## config.mk

```make
export PLATFORM = sky130hd
export DESIGN_NAME = segment_display_capture
export DESIGN_NICKNAME = d
export VERILOG_FILES = /design/src/rtl/segment_display_capture_pkg.sv /design/src/rtl/segment_display_capture_encoder.sv /design/src/rtl/segment_display_capture.sv
export SDC_FILE = /design/constraint.sdc
export NUM_CORES = 1
export LEC_CHECK = 0
export ABC_AREA = 1
export CAP_MARGIN = 10
export CORE_MARGIN = 2
export CORE_UTILIZATION = 54
export DETAILED_ROUTE_END_ITERATION = 16
export PLACE_DENSITY = 0.76
export SLEW_MARGIN = 20
export SYNTH_ARGS = -nofsm -noshare
export SYNTH_HDL_FRONTEND = slang
export SYNTH_HIERARCHICAL = 1
export SYNTH_SLANG_ARGS = --single-unit
```

## constraint.sdc

```tcl
create_clock -name clk -period 2.7 [get_ports clk]
set_input_delay 0.54 -clock clk [delete_from_list [all_inputs] [get_ports clk]]
set_output_delay 0.54 -clock clk [all_outputs]
set_load 0.01 [all_outputs]
```

## src/rtl/segment_display_capture_pkg.sv

```systemverilog
// Shared definitions for the seven-segment capture monitor: segment bit order,
// the active-low hex glyph table and the capture FSM encoding.
package segment_pkg;

  localparam int SEG_TOP       = 0;
  localparam int SEG_RIGHT_TOP = 1;
  localparam int SEG_RIGHT_BOT = 2;
  localparam int SEG_BOTTOM    = 3;
  localparam int SEG_LEFT_BOT  = 4;
  localparam int SEG_LEFT_TOP  = 5;
  localparam int SEG_MIDDLE    = 6;
  localparam int SEG_WIDTH     = SEG_MIDDLE + 1;

  // Active-low glyphs, written MSB (middle) first, indexed by the nibble shown.
  localparam logic [SEG_WIDTH-1:0] SEG_TABLE [16] = '{
    7'b1000000, 7'b1111001, 7'b0100100, 7'b0110000,
    7'b0011001, 7'b0010010, 7'b0000010, 7'b1111000,
    7'b0000000, 7'b0011000, 7'b0001000, 7'b0000011,
    7'b1000110, 7'b0100001, 7'b0000110, 7'b0001110
  };

  localparam logic [SEG_WIDTH-1:0] SEG_BLANK = 7'b1111111;

  typedef enum logic [1:0] {
    ST_IDLE      = 2'd0,
    ST_SETTLING  = 2'd1,
    ST_COMMITTED = 2'd2
  } capture_state_e;

endpackage

```

## src/rtl/segment_display_capture_encoder.sv

```systemverilog
// Combinational reverse lookup of an active-low segment pattern into its hex nibble,
// with flags for a table hit and for the all-off blank pattern.
module seven_segment_encoder
  import segment_pkg::*;
(
  input  logic [SEG_WIDTH-1:0] seg_pattern,
  output logic                 match,
  output logic                 is_blank,
  output logic [3:0]           nibble
);

  always_comb begin
    match    = 1'b0;
    nibble   = 4'd0;
    is_blank = (seg_pattern == SEG_BLANK);
    for (int n = 0; n < 16; n++) begin
      if (!match && (seg_pattern == SEG_TABLE[n])) begin
        match  = 1'b1;
        nibble = 4'(n);
      end
    end
  end

endmodule

```

## src/rtl/segment_display_capture.sv

```systemverilog
// Watches the multiplexed active-low display bus and recovers the hex value per digit
// once a pattern has been stable for STABLE_CYCLES samples.
//
// state        | meaning
// ST_IDLE      | no anode low, or several low; counter held at 0, no commit
// ST_SETTLING  | exactly one anode low, dwell not yet reached
// ST_COMMITTED | dwell reached and committed; waits for the sample to change
module segment_display_capture
  import segment_pkg::*;
#(
  parameter int NUM_DIGITS    = 4,
  parameter int STABLE_CYCLES = 4
) (
  input  logic                    clk,
  input  logic                    reset,
  input  logic [SEG_WIDTH-1:0]    segBits,
  input  logic [NUM_DIGITS-1:0]   anodeBits,
  input  logic                    clearError,
  output logic [4*NUM_DIGITS-1:0] digitBits,
  output logic [NUM_DIGITS-1:0]   digitValid,
  output logic                    errorFlag,
  output logic                    frameDone
);

  localparam logic [7:0] STABLE_MAX = 8'(STABLE_CYCLES);

  logic [SEG_WIDTH-1:0]    last_seg_q, last_seg_d;
  logic [NUM_DIGITS-1:0]   last_anode_q, last_anode_d;
  logic [7:0]              stable_count_q, stable_count_d;
  capture_state_e          state_q, state_d;
  logic [4*NUM_DIGITS-1:0] digit_bits_q, digit_bits_d;
  logic [NUM_DIGITS-1:0]   digit_valid_q, digit_valid_d;
  logic [NUM_DIGITS-1:0]   seen_mask_q, seen_mask_d;
  logic                    error_flag_q, error_flag_d;
  logic                    frame_done_q, frame_done_d;

  logic [NUM_DIGITS-1:0] sel, last_sel, commit_mask, seen_next;
  logic                  any_low, one_low, multi_low, last_multi, same, commit, err_set;
  logic                  enc_match, enc_blank;
  logic [3:0]            enc_nibble;

  seven_segment_encoder u_encoder (
    .seg_pattern (segBits),
    .match       (enc_match),
    .is_blank    (enc_blank),
    .nibble      (enc_nibble)
  );

  always_comb begin
    sel        = ~anodeBits;
    last_sel   = ~last_anode_q;
    any_low    = |sel;
    one_low    = any_low && ((sel & (sel - NUM_DIGITS'(1))) == '0);
    multi_low  = any_low && !one_low;
    last_multi = (last_sel & (last_sel - NUM_DIGITS'(1))) != '0;
    same       = (segBits == last_seg_q) && (anodeBits == last_anode_q);

    last_seg_d   = segBits;
    last_anode_d = anodeBits;

    if (!one_low || !same) begin
      stable_count_d = 8'd0;
    end else if (stable_count_q < STABLE_MAX) begin
      stable_count_d = stable_count_q + 8'd1;
    end else begin
      stable_count_d = stable_count_q;
    end

    if (!one_low) begin
      state_d = ST_IDLE;
    end else if (stable_count_d == STABLE_MAX) begin
      state_d = ST_COMMITTED;
    end else begin
      state_d = ST_SETTLING;
    end

    // Only the entry into COMMITTED commits, so a held pattern never re-commits.
    commit      = (state_d == ST_COMMITTED) && (state_q != ST_COMMITTED);
    commit_mask = commit ? sel : '0;

    digit_bits_d  = digit_bits_q;
    digit_valid_d = digit_valid_q;
    for (int i = 0; i < NUM_DIGITS; i++) begin
      if (commit_mask[i]) begin
        if (enc_match) begin
          digit_bits_d[4*i +: 4] = enc_nibble;
          digit_valid_d[i]       = 1'b1;
        end else begin
          digit_valid_d[i] = 1'b0;
        end
      end
    end

    err_set = (multi_low && !last_multi) || (commit && !enc_match && !enc_blank);
    if (err_set) begin
      error_flag_d = 1'b1;
    end else if (clearError) begin
      error_flag_d = 1'b0;
    end else begin
      error_flag_d = error_flag_q;
    end

    seen_next = seen_mask_q | commit_mask;
    if (&seen_next) begin
      frame_done_d = 1'b1;
      seen_mask_d  = '0;
    end else begin
      frame_done_d = 1'b0;
      seen_mask_d  = seen_next;
    end
  end

  always_ff @(posedge clk) begin
    if (reset) begin
      last_seg_q     <= SEG_BLANK;
      last_anode_q   <= '1;
      stable_count_q <= 8'd0;
      state_q        <= ST_IDLE;
      digit_bits_q   <= '0;
      digit_valid_q  <= '0;
      seen_mask_q    <= '0;
      error_flag_q   <= 1'b0;
      frame_done_q   <= 1'b0;
    end else begin
      last_seg_q     <= last_seg_d;
      last_anode_q   <= last_anode_d;
      stable_count_q <= stable_count_d;
      state_q        <= state_d;
      digit_bits_q   <= digit_bits_d;
      digit_valid_q  <= digit_valid_d;
      seen_mask_q    <= seen_mask_d;
      error_flag_q   <= error_flag_d;
      frame_done_q   <= frame_done_d;
    end
  end

  assign digitBits  = digit_bits_q;
  assign digitValid = digit_valid_q;
  assign errorFlag  = error_flag_q;
  assign frameDone  = frame_done_q;

endmodule

```

==> impl_metrics.py, run 1 <==
metrics = {
    "floorplanning": {
        "core_region_area_mm2": 0.00441,
        "rows": 24,
        "io_pins": 36,
        "initial_core_util_pct": 56.4,
        "design.die.area_mm2": 0.00517,
        "fp.dieW_um": 71.9,
        "die_y_um": 71.9,
    },
    "pwr": {
        "power_density_mw_per_mm2": 452,
        "power_mw": 1.39,
        "power_leakage_nw": 1.44,
        "max-vdd-ir-drop_uv": 343,
    },
    "placement": {
        "place_area_mm2": 0.00295,
        "pre_cts_ws_ns": -0.0237,
        "post-dp-hpwl_um": 3930,
        "io_buffers": 35,
        "routabilityCongestion": 0.882,
    },
    "final_layout": {
        "nets": 404,
        "layout_commonest_cell": "nand2_1",
        "design_area_mm2": 0.00306,
        "finish.utilization_pct": 69.4,
        "syn2layout_area_growth_pct": 23.0,
        "antenna_cells": 0,
        "drive_above_1_share_pct": 14.1,
        "layout_common_cells": "73 x nand2_1, 69 x inv_1, 52 x nor2_1",
        "n_fill_cell": 370,
        "multi_input_area_mm2": 0.00126,
        "seq_area_um2": 941,
    },
    "critical_path": {
        "ff2ff_path_depth": 9,
        "required_ns": 2.94,
        "worstSetupEndpointType": "register",
        "r2r-start": "stable_count_q[0]$_SDFF_PP0_",
        "cp-start-kind": "primary input",
        "regToRegEndpoint": "seen_mask_q[3]$_SDFF_PP0_",
        "path_class": "primary input to register",
        "crit_fanout": 6,
        "worst-endpoint-arrival_ns": 2.65,
        "reg2reg_slack_ns": 0.73,
    },
    "synthesis": {
        "synth_nets": 359,
        "ys.warnings.count": 6,
        "ys_ff_latch": 47,
        "synth_area_mm2": 0.00249,
        "syn_inst": 344,
        "yosysUniqueCellTypes": 27,
        "ys_seq_area_share_pct": 37.8,
        "syn_area_per_cell_um2": 7.24,
    },
    "route": {
        "drc": 0,
        "dr.pass1.iters": 4,
        "routedWlPerCell_um": 11.5,
        "vias": 2218,
        "wl_um": 5100,
        "drt-initial-drc-count": 188,
        "postRouteAntennaNets": 0,
        "vias_per_cell": 5.02,
    },
    "hold_path": {
        "min_path_type": "register to register",
        "hold_depth": 2,
        "min_to": "stable_count_q[4]$_SDFF_PP0_",
        "hold_start": "stable_count_q[4]$_SDFF_PP0_",
    },
    "flow_run": {
        "max_cap_violations": 0,
    },
    "sta": {
        "worstMarginPinSlew_ns": 0.399,
        "fin_ws_ns": 0.287,
        "grt_setup_unrepaired": "false",
        "max_clock_freq_mhz": 414,
        "min_period_ns": 2.41,
        "clock_skew_ns": 0.0129,
        "hold_slack_ns": 0.454,
        "maxSlewHeadroom_pct": 73.4,
        "setup_violations": 0,
        "finalCritPeriodShare_pct": 89.4,
        "drv_slew": 0,
        "hold_viol": 0,
    },
    "cts": {
        "htreeDepth": 2,
        "cts_buffers": 5,
        "tritoncts": "done",
        "clock-sinks": 47,
        "ctsHoldBuffers": 0,
        "cts_setup_buffers": 0,
        "clock_latency_ns": 0.30,
        "cts_buffer_depth": 2,
        "cts.clk_slew.worst_paths_ns": 0.10,
        "cts_resized": 0,
        "cts_root_buffer": "clkbuf_8",
    },
    "grt": {
        "grt_pass1_wl_um": 8820,
        "grt_max_degree": 29,
        "grt_pass1_vias": 2064,
        "grtUsageTotal_pct": 21.3,
        "grt_overflow": 0,
        "antenna_found_initial": 0,
    },
    "outcome": {
        "status": "finished, final reports clean",
    },
}
## worst max-delay path by stage
stage | endpoint | slack (ns) | cells after the start | startpoint
floorplan | digitBits[0]$_SDFFE_PP0P_ | 0.56 | 13 | segBits[0]
global placement | seen_mask_q[1]$_SDFF_PP0_ | 0.003 | 14 | segBits[2]
detailed placement | seen_mask_q[3]$_SDFF_PP0_ | -0.02 | 14 | segBits[2]
CTS | seen_mask_q[3]$_SDFF_PP0_ | 0.29 | 14 | segBits[2]
global route | digitBits[0]$_SDFFE_PP0P_ | 0.05 | 16 | segBits[4]
finish | errorFlag$_SDFFE_PP0P_ | 0.29 | 16 | segBits[4]
## layout make-up
cell class	count	area share (%)
clock buffers	5	2.25
well taps	52	2.12
inverters	73	8.94
clock inverters	3	1.55
multi-input cells	219	41.0
repair buffers	43	13.4
flip-flops and latches	47	30.7
## registers in the layout, summed over array words and instances (netlist names)
| signal | count |
|---|---|
| digitBits | 16 |
| digitValid | 4 |
| errorFlag | 1 |
| frameDone | 1 |
| last_anode_q | 4 |
| last_seg_q | 7 |
| seen_mask_q | 4 |
| stable_count_q | 8 |
| state_q | 2 |
## worst max-delay path, stage by stage
cell	delay, ns
clkdlybuf4s50_1	0.60
inv_1	0.11
nand2_1	0.07
nor2_1	0.05
nand2_1	0.07
nand2_1	0.06
nor2_1	0.12
nand4_1	0.09
nor2_1	0.10
nand3_1	0.07
nor2_1	0.08
nand4_1	0.08
buf_4	0.19
nor2_1	0.16
nand3_1	0.11
a21oi_1	0.15
## metrics by stage
step / cells / setup TNS (ns)
finish: 442 / 0
global route: 442 / 0
CTS: 442 / 0
detailed placement: 434 / -0.0828
global placement: 434 / 0
floorplan: 344 / 0
## cells in the mapped netlist
master,number,area (um2)
a211oi_1,16,120
nand4_1,8,50.1
clkbuf_1,4,15.0
ha_1,1,12.5
inv_2,4,15.0
nor4_1,6,37.5
nand3_4,1,17.5
nand4_4,6,128
a21oi_4,1,16.3
nand2_2,6,37.5
nor2_8,2,40.0
nand2_1,73,274
a32oi_1,1,8.76
inv_1,69,259
o21ai_0,3,15.0
nor2_4,3,33.8
a21oi_1,6,30.0
dfxtp_1,47,941
o21ai_1,1,5.00
nor3_2,5,50.1
nand3_2,6,60.1
nand3_1,10,50.1
nand2_4,2,22.5
buf_1,1,3.75
nor2_1,52,195
nor2_2,3,18.8
nor3_1,7,35.0
## layer usage
layer / GRT usage, % / wire (um) / up-vias / share of wire (%)
li1: - / - / 1175 / -
met1: 26.8 / 2340 / 987 / 46
met2: 36.8 / 2500 / 52 / 49
met3: 4.58 / 214 / 4 / 4.2
met4: 5.87 / 45 / 0 / 0.88
met5: 0 / 0 / - / 0
## power breakdown
part           switching, mW  internal (mW)  leakage [nW]  total (mW)
sequential           0.00701          0.704         0.382       0.711
combinational         0.0920         0.0544          1.00       0.146
clock                  0.247          0.281        0.0587       0.528
## cells by family after synthesis
| group | synth area share (%) |
|---|---|
| compound gates | 7.84 |
| fa+ha+maj | 0.502 |
| buf+inv | 11.8 |
| flops | 37.8 |
| simple gates | 42.1 |
Note: power is estimated with default switching activity, not from simulation.
==> inputs of run 2 (changes only) <==
- CELL_PAD_IN_SITES_DETAIL_PLACEMENT: not set -> 1
- CELL_PAD_IN_SITES_GLOBAL_PLACEMENT: not set -> 1
- CORE_UTILIZATION: 54 -> 39
==> run 2 against run 1 <==
  * Utilization decreased by 19 points
  * Die area increased by 36%
  * Global-route usage decreased by 2.0 points
  * Cell area increased by 3.0%
  * Fmax decreased by 0.28%
  * Clock power decreased by 21%
  * Power decreased by 7.2%
  * Via count increased by 6.0%
  * Combinational power increased by 9%
  * Non-clock buffer count increased by 11
==> impl_metrics.py, run 2 (same netlist as run 1, synthesis figures left out) <==
metrics = {
    "outcome": {
        "status": "finished, final reports clean",
    },
    "critical_path": {
        "crit_chain": "clkdlybuf4s50_1 -> inv_1 -> nand2_1 -> nand2_1 -> nor2_1 -> nand2_1 -> nor2_4 -> nand4_4 -> nor2_8 -> nand3_2 -> nand2_2 -> nand2_4 -> nor2_8 -> nor3_2",
        "crit_fanout": 10,
        "ff2ff_path_depth": 10,
        "worst-endpoint-arrival_ns": 2.60,
        "crit_start": "segBits[1]",
        "cp-endpoint": "seen_mask_q[1]$_SDFF_PP0_",
        "reg2reg_slack_ns": 0.69,
        "regToRegEndpoint": "seen_mask_q[1]$_SDFF_PP0_",
        "required_ns": 2.88,
        "r2r-start": "stable_count_q[7]$_SDFF_PP0_",
        "cp-start-kind": "primary input",
        "path_class": "primary input to register",
        "cp_slowest_cell": "clkdlybuf4s50_1",
        "crit_top_cell": "nand2_1",
        "slowest_delay_ns": 0.56,
        "worstSetupEndpointType": "register",
    },
    "sta": {
        "clock_skew_ns": 0.00934,
        "worstMarginPinSlew_ns": 0.418,
        "setup_violations": 0,
        "drv_slew": 0,
        "finalCritPeriodShare_pct": 89.6,
        "max_clock_freq_mhz": 413,
        "grt_setup_unrepaired": "false",
        "hold_viol": 0,
        "min_period_ns": 2.42,
        "maxSlewHeadroom_pct": 71.8,
    },
    "route": {
        "postRouteAntennaNets": 0,
        "drc": 0,
        "wl_um": 6420,
        "vias": 2350,
        "drt-initial-drc-count": 62,
        "dr.pass1.iters": 4,
        "routedWlPerCell_um": 13.4,
        "vias_per_cell": 4.92,
    },
    "pwr": {
        "power_leakage_nw": 1.53,
        "power_density_mw_per_mm2": 407,
        "max-vdd-ir-drop_uv": 454,
    },
    "cts": {
        "tritoncts": "done",
        "clock_latency_ns": 0.30,
        "htreeDepth": 2,
        "cts_buffer_depth": 2,
        "cts_buffers": 5,
        "cts_root_buffer": "clkbuf_8",
        "clock-sinks": 47,
        "cts.clk_slew.worst_paths_ns": 0.08,
        "ctsHoldBuffers": 0,
        "cts_setup_buffers": 0,
        "cts_resized": 0,
    },
    "final_layout": {
        "drive_above_1_share_pct": 16.0,
        "syn2layout_area_growth_pct": 26.7,
        "design_area_mm2": 0.00316,
        "nets": 415,
        "largest_reg_flops": 16,
        "layout_common_cells": "73 x nand2_1, 69 x inv_1, 52 x nor2_1",
        "final_cells": 478,
        "antenna_cells": 0,
        "layout_commonest_cell": "nand2_1",
    },
    "hold_path": {
        "min_path_type": "register to register",
    },
    "placement": {
        "post-dp-hpwl_um": 4990,
        "routabilityCongestion": 0.897,
        "place_inst": 470,
        "io_buffers": 35,
        "place_area_mm2": 0.00306,
    },
    "floorplanning": {
        "die_y_um": 83.9,
        "fp.dieW_um": 83.9,
        "rows": 29,
        "io_pins": 36,
        "design.die.area_mm2": 0.00704,
        "initial_core_util_pct": 39.7,
        "core_region_area_mm2": 0.00628,
    },
    "grt": {
        "antenna_found_initial": 0,
        "grtUsageTotal_pct": 19.2,
        "grt_pass1_vias": 2482,
        "grt_pass1_wl_um": 11000,
        "grt_overflow": 0,
        "grt_max_degree": 29,
    },
    "flow_run": {
        "max_cap_violations": 0,
    },
}
## run 2: cell types whose count changed in the layout (fill, tap and decap cells not counted), sizes merged
cell,delta
buf,+11
clkdlybuf4s50,-5
dlymetal6s2s,+5
clkbuf,+2
bufinv,-1
inv,-1
## run 2: metal layers
metal | wire (um) | share of wire (%) | GRT usage [%] | up-vias
li1 | - | - | - | 1196
met1 | 2940 | 46 | 23.3 | 1112
met2 | 3190 | 50 | 33.7 | 32
met3 | 197 | 3.1 | 3.56 | 10
met4 | 87 | 1.4 | 7.18 | 0
met5 | 0 | 0 | 0 | -
## run 2: worst min-delay path by stage
stage                                               to                    startpoint  cells past startpoint
after global placement    stable_count_q[4]$_SDFF_PP0_  stable_count_q[4]$_SDFF_PP0_                      2
after detailed placement  stable_count_q[5]$_SDFF_PP0_  stable_count_q[5]$_SDFF_PP0_                      2
final                     stable_count_q[5]$_SDFF_PP0_  stable_count_q[5]$_SDFF_PP0_                      2
after global routing      stable_count_q[4]$_SDFF_PP0_  stable_count_q[4]$_SDFF_PP0_                      2
after floorplan           stable_count_q[4]$_SDFF_PP0_  stable_count_q[4]$_SDFF_PP0_                      2
after CTS                 stable_count_q[5]$_SDFF_PP0_  stable_count_q[5]$_SDFF_PP0_                      2
## run 2: power by group
part / internal, mW / total [mW] / leakage (nW) / switching (mW)
clock: 0.182 / 0.416 / 0.0422 / 0.234
sequential: 0.704 / 0.710 / 0.382 / 0.00634
combinational: 0.0596 / 0.159 / 1.10 / 0.0992
total: 0.945 / 1.29 / 1.53 / 0.340
## run 2: worst max-delay path: cells and delay by family
family,cells,cell delay [ns]
simple gates,12,1.41
buf+inv,2,0.65
## run 2: cell type report
class                   count  area (um2)
clock buffers               7        76.3
multi-input cells         219        1260
clock inverters             1        5.00
inverters                  73         274
well taps                  77        96.3
repair buffers             54         505
fillers                   813        3120
flip-flops and latches     47         941
## run 2: metrics by stage
stage | power, mW | util (%) | setup TNS, ns | setup slack (ns) | hold WS [ns]
after floorplan | 0.814 | - | 0 | 0.556 | 0.433
after global placement | 0.881 | 48.8 | -0.192 | -0.0492 | 0.441
after detailed placement | 0.886 | 48.8 | -0.835 | -0.104 | 0.448
after CTS | 1.30 | 50.1 | 0 | 0.218 | 0.460
after global routing | 1.34 | 50.3 | 0 | 0.0129 | 0.484
final | 1.29 | 50.3 | 0 | 0.280 | 0.458
==> inputs of run 3 (changes only) <==
- CTS_BUF_LIST: not set -> sky130_fd_sc_hd__clkbuf_8
- PLACE_DENSITY: 0.76 -> 0.79
- SYNTH_HIERARCHICAL: 1 -> not set
==> run 3 against run 2 <==
  * Synthesized cell count grew 7.0%
  * Clock skew grew 0.0039 ns
  * Cell count grew 7.3%
  * Critical path type unchanged
  * Largest cell class unchanged
==> impl_metrics.py, run 3 <==
metrics = {
    "outcome": {
        "status": "finished, final reports clean",
    },
    "floorplanning": {
        "initial_core_util_pct": 40.3,
        "rows": 28,
        "design.die.area_mm2": 0.00676,
        "core_region_area_mm2": 0.00592,
        "io_pins": 36,
        "die_y_um": 82.2,
        "fp.dieW_um": 82.2,
    },
    "grt": {
        "top_usage_layer": "met2",
        "grt_overflow": 0,
        "met1_usage_pct": 24.9,
        "grt_max_degree": 21,
        "grt_pass1_wl_um": 10700,
        "met3_usage_pct": 3.91,
        "grtUsageMet2_pct": 37.5,
        "grt_pass1_vias": 2429,
        "antenna_found_initial": 0,
        "grtUsageTotal_pct": 21.1,
    },
    "cts": {
        "cts.clk_slew.worst_paths_ns": 0.10,
        "htreeDepth": 2,
        "clock-sinks": 47,
        "cts_buffers": 5,
        "cts_buffer_depth": 2,
        "cts_root_buffer": "clkbuf_8",
        "tritoncts": "done",
        "cts_setup_buffers": 0,
        "clock_latency_ns": 0.32,
    },
    "final_layout": {
        "finish.utilization_pct": 54.2,
        "n_fill_cell": 791,
        "nets": 452,
        "seq_area_um2": 941,
        "layout_commonest_cell": "nand2_1",
        "syn2layout_area_growth_pct": 34.4,
        "largest_reg_flops": 16,
        "layout_common_cells": "88 x nand2_1, 71 x inv_1, 55 x nor2_1",
        "antenna_cells": 0,
        "multi_input_area_mm2": 0.00113,
        "drive_above_1_share_pct": 14.4,
        "final_cells": 513,
    },
    "synthesis": {
        "synth_nets": 383,
        "synth_common_cells": "88 x nand2_1, 71 x inv_1, 55 x nor2_1",
        "synth_edf_count": 0,
        "synthFlopType": "dfxtp_1",
        "ys_ff_latch": 47,
        "synth.area.top_cells": "dfxtp_1 39%, nand2_1 14%, inv_1 11%",
        "yosysMostFrequentCell": "nand2_1",
        "ys_seq_area_share_pct": 39.4,
        "synth_top_cell_by_area": "dfxtp_1",
        "async_flop_share_pct": 0,
        "yosysUniqueCellTypes": 33,
        "syn_inst": 368,
        "syn_area_per_cell_um2": 6.49,
        "ys.warnings.count": 0,
        "synth_area_mm2": 0.00239,
        "netlist.area_leader.share_pct": 39.4,
    },
    "route": {
        "drc": 0,
        "routedWlPerCell_um": 12.7,
        "dr.pass1.iters": 4,
        "wl_um": 6510,
        "vias": 2413,
        "drt-initial-drc-count": 54,
        "postRouteAntennaNets": 0,
        "vias_per_cell": 4.70,
    },
    "sta": {
        "max_clock_freq_mhz": 404,
        "finalCritPeriodShare_pct": 91.7,
        "drv_slew": 0,
        "setup_violations": 0,
        "clock_skew_ns": 0.0133,
        "worstMarginPinSlew_ns": 0.347,
        "maxSlewHeadroom_pct": 76.8,
        "min_period_ns": 2.48,
        "hold_viol": 0,
        "grt_setup_unrepaired": "false",
    },
    "hold_path": {
        "min_path_type": "register to register",
    },
    "pwr": {
        "power_density_mw_per_mm2": 469,
        "max-vdd-ir-drop_uv": 280,
        "power_leakage_nw": 1.63,
    },
    "placement": {
        "post-dp-hpwl_um": 5110,
        "place_inst": 505,
        "io_buffers": 35,
        "routabilityCongestion": 0.838,
    },
    "critical_path": {
        "cp-start-kind": "primary input",
        "required_ns": 2.92,
        "worst-endpoint-arrival_ns": 2.69,
        "reg2reg_slack_ns": 0.54,
        "path_buf_inv": 1,
        "worstSetupEndpointType": "register",
        "cp_slowest_cell": "clkdlybuf4s50_1",
        "crit_family": "simple AND/OR/NAND/NOR gates",
        "slowest_delay_ns": 0.48,
        "crit_chain": "clkdlybuf4s50_1 -> xor2_1 -> a21oi_1 -> nand2_1 -> nor2_4 -> nand3_2 -> nor2_4 -> nand4_1 -> nand2_1 -> nand2_1 -> nor2_4 -> nor3_1",
        "crit_fanout": 6,
        "path_class": "primary input to register",
    },
    "flow_run": {
        "max_cap_violations": 0,
    },
}
run 3: changes by cell type after synthesis, moves of 3 or more:
cell | before | now
xnor2_1 | 0 | 4
nand3_2 | 6 | 2
nand2_1 | 73 | 88
nor2_1 | 52 | 55
a21oi_1 | 6 | 12
a211oi_1 | 16 | 0
nand3_1 | 10 | 29
nor3_1 | 7 | 11
nor4_1 | 6 | 2
nand4_4 | 6 | 0
clkbuf_1 | 4 | 1
run 3: area by class of cell:
type                            instances  share of cell area (%)
Multi-Input combinational cell        238                    35.3
Sequential cell                        47                    29.3
Timing Repair Buffer                   67                    19.0
Clock buffer                            5                    2.15
Inverter                               78                    9.13
Clock inverter                          3                    2.11
Tap cell                               75                    2.93
run 3: worst paths after layout:
path                                     start                           end  cells after the start
hold / removal    stable_count_q[4]$_SDFF_PP0_  stable_count_q[4]$_SDFF_PP0_                      2
setup reg to reg  stable_count_q[7]$_SDFF_PP0_     seen_mask_q[1]$_SDFF_PP0_                     12
hold reg to reg   stable_count_q[4]$_SDFF_PP0_  stable_count_q[4]$_SDFF_PP0_                      2
setup / recovery                    segBits[4]     seen_mask_q[1]$_SDFF_PP0_                     12
run 3: power by group:
| part | switching, mW | internal, mW | total (mW) |
|---|---|---|---|
| Clock | 0.262 | 0.369 | 0.632 |
| Combinational | 0.0874 | 0.0740 | 0.161 |
| Sequential | 0.00631 | 0.704 | 0.710 |
run 3: stage by stage:
step	cell area [um2]	TNS, ns	total power, mW	hold slack (ns)	worst slack (ns)
finish	3210	0	1.50	0.454	0.224
global placement	3060	-1.32	0.885	0.415	-0.132
detailed placement	3060	-3.69	0.889	0.440	-0.276
global route	3210	0	1.56	0.472	0.00350
CTS	3200	0	1.52	0.455	0.0722
floorplan	2390	0	0.802	0.408	0.736
run 3: kinds of logic (layout without fill, tap and decap cells):
kind of cell / Yosys count / in the layout / synth area share [%]
adder cells (fa/ha/maj): 1 / 1 / 0.524
AO/OA/AOI/OAI: 19 / 19 / 4.77
AND/OR/NAND/NOR: 212 / 212 / 39.8
XOR/XNOR: 6 / 6 / 2.20
flip-flops: 47 / 47 / 39.4
buffers and inverters: 83 / 153 / 13.3
run 3: per-layer routing:
layer | part of all wire [%] | vias up
met5 | 0 | -
met4 | 1.6 | 0
met3 | 2.2 | 10
met2 | 49 | 27
met1 | 47 | 1117
li1 | - | 1259
run 3: what timing repair did:
| action | CTS | global route |
|---|---|---|
| gates resized for setup | 0 | 5 |
| hold buffers | 0 | 0 |
| endpoints found under the setup margin | 0 | 18 |
run 3: worst min-delay path, delay by kind of cell, from the launching register on:
kind / cells / cell delay, ns
buf+inv: 1 / 0.06
flops: 1 / 0.31
simple gates: 1 / 0.05
